$ cat src/rtl/regfile_writeback_pkg.sv
// Shared sizing defaults and register index names for the register-file
// write-back slice.
package regfile_writeback_pkg;

    localparam int DATA_W_DEF   = 8;
    localparam int ADDR_W_DEF   = 2;
    localparam int NUM_REGS_DEF = 2 ** ADDR_W_DEF;

    // Symbolic register indices as produced by the destination-select logic
    typedef enum logic [1:0] {
        R0 = 2'd0,
        R1 = 2'd1,
        R2 = 2'd2,
        R3 = 2'd3
    } reg_idx_e;

endpackage

$ cat src/rtl/wb_bypass_mux.sv
// Read-port select: returns the pending write-back data when it targets the
// same register being read, otherwise the committed array contents.
module wb_bypass_mux #(
    parameter int DATA_W = 8,
    parameter int ADDR_W = 2
) (
    input  logic              wb_valid,
    input  logic [ADDR_W-1:0] wb_addr,
    input  logic [DATA_W-1:0] wb_data,
    input  logic [ADDR_W-1:0] rd_addr,
    input  logic [DATA_W-1:0] reg_data,
    output logic [DATA_W-1:0] rd_data
);

    // A pending entry is newer than the array, so it takes priority on a hit
    always_comb begin
        rd_data = reg_data;
        if (wb_valid && (wb_addr == rd_addr)) begin
            rd_data = wb_data;
        end
    end

endmodule

$ cat src/rtl/regfile_writeback.sv
// Register-file write end: a one-entry write-back register in front of a
// small flop array, with two asynchronous read ports that bypass from the
// pending entry so a write is visible to readers one edge after it is
// presented and lands in the array one edge later.
module regfile_writeback
    import regfile_writeback_pkg::*;
#(
    parameter int DATA_W   = DATA_W_DEF,
    parameter int ADDR_W   = ADDR_W_DEF,
    parameter int NUM_REGS = 2 ** ADDR_W
) (
    input  logic              Clk,
    input  logic              Clear,
    input  logic              RegWrite,
    input  logic [ADDR_W-1:0] Write_Register,
    input  logic [DATA_W-1:0] Write_Data,
    input  logic              Stall,
    input  logic              Flush,
    input  logic [ADDR_W-1:0] Read_Reg1,
    input  logic [ADDR_W-1:0] Read_Reg2,
    output logic [DATA_W-1:0] Read_Data1,
    output logic [DATA_W-1:0] Read_Data2,
    output logic              Pending,
    output logic [ADDR_W-1:0] Pending_Reg
);

    logic [DATA_W-1:0] regs [NUM_REGS];
    logic              wb_valid;
    logic [ADDR_W-1:0] wb_addr;
    logic [DATA_W-1:0] wb_data;

    // Commit the held entry and capture the new request; Flush always empties
    // the entry, and when it coincides with Stall the array is left alone so
    // the dropped entry never lands.
    always_ff @(posedge Clk or negedge Clear) begin
        if (!Clear) begin
            for (int i = 0; i < NUM_REGS; i++) begin
                regs[i] <= '0;
            end
            wb_valid <= 1'b0;
            wb_addr  <= '0;
            wb_data  <= '0;
        end else if (Flush) begin
            if (!Stall && wb_valid) begin
                regs[wb_addr] <= wb_data;
            end
            wb_valid <= 1'b0;
        end else if (!Stall) begin
            if (wb_valid) begin
                regs[wb_addr] <= wb_data;
            end
            wb_valid <= RegWrite;
            wb_addr  <= Write_Register;
            wb_data  <= Write_Data;
        end
    end

    wb_bypass_mux #(
        .DATA_W (DATA_W),
        .ADDR_W (ADDR_W)
    ) u_bypass1 (
        .wb_valid (wb_valid),
        .wb_addr  (wb_addr),
        .wb_data  (wb_data),
        .rd_addr  (Read_Reg1),
        .reg_data (regs[Read_Reg1]),
        .rd_data  (Read_Data1)
    );

    wb_bypass_mux #(
        .DATA_W (DATA_W),
        .ADDR_W (ADDR_W)
    ) u_bypass2 (
        .wb_valid (wb_valid),
        .wb_addr  (wb_addr),
        .wb_data  (wb_data),
        .rd_addr  (Read_Reg2),
        .reg_data (regs[Read_Reg2]),
        .rd_data  (Read_Data2)
    );

    // Pending index reads as zero whenever there is no entry so downstream
    // hazard logic never sees a stale address
    always_comb begin
        Pending     = wb_valid;
        Pending_Reg = wb_valid ? wb_addr : ADDR_W'(R0);
    end

endmodule

$ cat config.mk
export PLATFORM = sky130hd
export DESIGN_NAME = regfile_writeback
export DESIGN_NICKNAME = d
export VERILOG_FILES = /design/src/rtl/regfile_writeback_pkg.sv /design/src/rtl/wb_bypass_mux.sv /design/src/rtl/regfile_writeback.sv
export SDC_FILE = /design/constraint.sdc
export NUM_CORES = 1
export LEC_CHECK = 0
export ABC_AREA = 0
export BUFFER_PORTS_ARGS = -buffer_cell sky130_fd_sc_hd__buf_2
export CAP_MARGIN = 20
export CORE_UTILIZATION = 60
export DETAILED_ROUTE_END_ITERATION = 7
export GPL_ROUTABILITY_DRIVEN = 0
export GPL_TIMING_DRIVEN = 0
export PLACE_DENSITY = 0.91
export SLEW_MARGIN = 20
export SYNTH_ARGS = -nofsm -noshare
export SYNTH_HDL_FRONTEND = slang
export SYNTH_SLANG_ARGS = --single-unit
$ cat constraint.sdc
create_clock -name Clk -period 3.9 [get_ports Clk]
set_clock_uncertainty 0.05 [all_clocks]
set_input_delay 0.585 -clock Clk [delete_from_list [all_inputs] [get_ports Clk]]
set_output_delay 0.585 -clock Clk [all_outputs]
set_load 0.02 [all_outputs]
After elaboration in Yosys (flattened, before gate mapping). Index checks and enable logic that the tools add are counted.

Word-level logic and storage cells: 46. Bits in registers: 43. Bits of input ports: 19. Output and inout port bits: 19.

Multiplexer cells: 18. Reductions and logical operators: 8. Magnitude comparators: 4. Equal/unequal tests: 4. Bitwise operators: 5.

Operators with widths (count): $mux 32 (4); $mux 8 (7); $bmux 8 s2 (2); $bwmux 32 (1); $demux 8 s2 (1); $ge 3x3->1 const B (3); $not 2->3 (3); $eq 2x2->1 (2); $logic_and 1x1->1 (4); $ne 2x1->1 const B (2); $lt 3x1->1 const B (1); $reduce_and 3->1 (1); $mux 1 (2); $mux 2 (1); $not 1->1 (2); $reduce_and 2->1 (1); $reduce_bool 2->1 (1); $logic_not 1->1 (1).

Logic depth before layout (Yosys ltp).
Depth after elaboration: 9. Depth in mapped cells: 4. Depth with buffers taken out: 3.

Cells and area by module. Synthesis repeated with hierarchy kept, for this count alone.

Cells, all modules: 139. Area, all modules: 2267.2 µm².

Modules (own cells, without submodules): regfile_writeback (area an instance 2031.9 µm², sequential area each 1076.0 µm², times used 1, cells each 117); wb_bypass_mux (area an instance 117.6 µm², sequential area each 0.0 µm², times used 2, cells each 11).

Worst setup path after synthesis. Ideal clock, no wire load.

Path type: input-to-output. From: input Read_Reg2[0]. To: output Read_Data2[0]. Slack: 1.595 ns. Required time: 3.265 ns. Cell stages on the path: 3. Arrival: 1.670 ns. Buffers on the path: 1. Path through: buf_2 -> mux4_2 -> mux2_2.

Cells in the longest elaborated chain, start to end: 5. Elaborated cells on any way between the ends: 7. Classes of those cells: 1 x eq/ne; 4 x mux; 1 x bitwise; 1 x reduce/logical.

RTL lines: start, declared (RTL line regfile_writeback.sv:20) `input logic [ADDR_W-1:0] Read_Reg2,`; $not 2->3 (implied by the code) (RTL line regfile_writeback.sv:78) `.reg_data (regs[Read_Reg2]),`; $bmux 8 s2 (RTL line regfile_writeback.sv:78); $mux 8 (implied by the code) (2 in series) (RTL line regfile_writeback.sv:78); $mux 8 (*) (RTL line wb_bypass_mux.sv:18) `if (wb_valid && (wb_addr == rd_addr)) begin`; end, declared (RTL line regfile_writeback.sv:22) `output logic [DATA_W-1:0] Read_Data2,`.

Mark *: on every way between the ends. The rest lies on a longest branch, timed or not. The select of a mux whose other input is x is not followed.

Worst setup path after layout.
From: input Read_Reg2[0]. To: output Read_Data2[6].

The elaborated chain is that of the path after synthesis.

==> results.txt <==
CTS resizes - 0
Max Buffers Root-to-Sink - 2
worst hold path type - input pin to async pin
Final setup viols - 0
worst vdd ir - 0.384 mV
crit start category - input pin
DRC - 0
LEAKAGE - 1.17 nW
Max Cap Viol - 0
f_max - 396 MHz
Pwr Total - 1.58 mW
share of cells above drive strength 1 - 0.721
Initial Util - 0.626
Sequential Area - 0.00108 mm2
drt wl/cell - 20.1 um
number of I/O port buffers - 32
DP HPWL - 3.18 mm
worst-margin pin slew - 929 ps
cts hold-fix bufs - 0
multi-input logic area - 0.00117 mm2
largest net degree at the start of global routing - 44
commonest non-fill, non-tap cell in the layout - mux2_2
post-synthesis mux area share - 0.447
commonest non-fill, non-tap cells in the layout - mux2_2 (58), dfrtp_1 (43), buf_2 (36)
Nets - 197
Placed Area - 0.00251 mm2
TritonCTS Buffers - 5
register area share after synthesis - 0.469
Max Slew Vio Count - 0
site row count - 22
GRT overflow - 0
status - complete, no violations
fill count - 268
WP data required - 3260 ps
power share of the clock group - 0.174
Core Area - 0.00366 mm2
Synthesized Nets - 158
Die Ht - 63.8 um
Worst Path Max Fanout - 9
Combinational Power Share - 0.374
First-pass DRT Iterations - 3
CTS clk-pin slew, worst paths - 80 ps
Mapped Cells - 139
sw power - 0.519 mW
CTS tree - yes
chip width - 63.8 um
area growth from synthesis to layout - 13.3%
Crit. End Element - output port
simple-gate area share of the yosys netlist - 0.0502
worst r2r path cells - 3
period utilization - 0.647
Tot GR Track Use - 0.266
vias in the first global route - 1544
largest family of logic cells by synthesized area - multiplexers
via count - 1367
Adder-Cell Fraction of Synth Area - 0
Synth warnings - 0
first-pass GRT wire length - 7.60 mm
Synth Area in XOR/XNOR - 0.0153
antenna violations before repair - 0
drt first-iter violations - 38
Via density - 6.02
Setup Fix Bufs, Post-CTS - 0
design area - 0.00260 mm2
synthesized flop and latch total - 43
clock root cell - clkbuf_8
CP Data Arrival Time - 1890 ps
crit path time final - 2520 ps
count of final hold-check violations - 0
RSZ-0062 raised after global routing - no
Post-Layout Cell Count - 227
critical path start-end classification - input pin to output port
worst skew pair latency - 310 ps
Placed Cells - 219
clk sinks - 43
count of different cell masters after synthesis - 15
H-tree level count - 2
antenna viol nets, final - 0
Compound-Gate Fraction of Synth Area - 0
Int Pwr - 1.06 mW
I/O pins - 38
drt total wl - 4.57 mm
Syn Std Cell Area - 0.00229 mm2
Antenna Diode Count - 0
Reg power frac - 0.451
Rel. slew slack - 0.381
worst reg2reg endpoint - regs[31]
mean post-synth cell area - 16.5 um2
die area - 0.00407 mm2
Hold Slack - 367 ps
power per cell area - 609 mW/mm2
reg-to-reg slack, setup - 2160 ps
RR Startpoint - wb_addr[0]
setup TNS - 0 ps
switching share of power - 0.328
worst max-delay path by stage:
stage                     slack (ps)       endpoint  cells past startpoint         start
after floorplan                 1590  Read_Data2[0]                      3  Read_Reg2[0]
after global placement          1390  Read_Data2[4]                      4  Read_Reg2[0]
after detailed placement        1370  Read_Data2[6]                      4  Read_Reg2[0]
after CTS                       1350  Read_Data2[6]                      5  Read_Reg2[0]
after global routing            1290  Read_Data2[6]                      5  Read_Reg2[0]
final                           1380  Read_Data2[6]                      5  Read_Reg2[0]
cell families (layout without fill, tap and decap cells):
group,Yosys count,after routing
xor+xnor,4,4
flops,43,43
buf+inv,7,47
mux,75,75
simple gates,10,10
flip-flops by register name, indices dropped and copies added (netlist names):
name	count
regs	32
wb_addr	2
wb_data	8
Pending	1
cell usage after synthesis:
cell type,n,area [um2]
and2_4,1,8.76
buf_4,3,22.5
nor3b_4,2,37.5
dfrtp_1,43,1080
nor2_1,1,3.75
buf_2,4,20.0
mux4_2,16,360
nand3_2,2,20.0
mux2i_1,1,10.0
nor2_2,1,6.26
nor4b_4,1,23.8
nand3b_1,1,7.51
and2_2,1,7.51
xnor2_1,4,35.0
mux2_2,58,653
metal layers:
| metal | routed length, um | GRT usage | vias to the layer above |
|---|---|---|---|
| met1 | 1700 | 0.287 | 715 |
| met5 | 0 | 0 | - |
| met4 | 98 | 0.105 | 0 |
| met2 | 2580 | 0.481 | 29 |
| li1 | - | - | 612 |
| met3 | 196 | 0.0821 | 11 |
critical path: stages:
cell and delay [ps]:
buf_2 290, xnor2_1 200, nand3_2 280, mux2_2 360, buf_2 160
power by group through the flow:
| stage | registers, mW | logic, mW | clock network [mW] |
|---|---|---|---|
| after global routing | 0.738 | 0.629 | 0.303 |
| after global placement | 0.693 | 0.572 | 0 |
| after CTS | 0.714 | 0.599 | 0.283 |
| final | 0.713 | 0.592 | 0.275 |
| after floorplan | 0.678 | 0.470 | 0 |
| after detailed placement | 0.722 | 0.596 | 0 |
per-stage QoR:
stage / worst slack (ps) / util
after floorplan: 1590 / -
after global placement: 1390 / 0.686
after detailed placement: 1370 / 0.686
after CTS: 1350 / 0.709
after global routing: 1290 / 0.709
final: 1380 / 0.709
final cells by class:
cell class | count | area share
buffer | 7 | 0.0164
clock buffer | 5 | 0.0265
clock inverter | 3 | 0.00578
multi-input combinational | 89 | 0.452
sequential | 43 | 0.414
tap | 48 | 0.0231
timing repair buffer | 32 | 0.0617
Note: power is estimated with default switching activity, not from simulation.
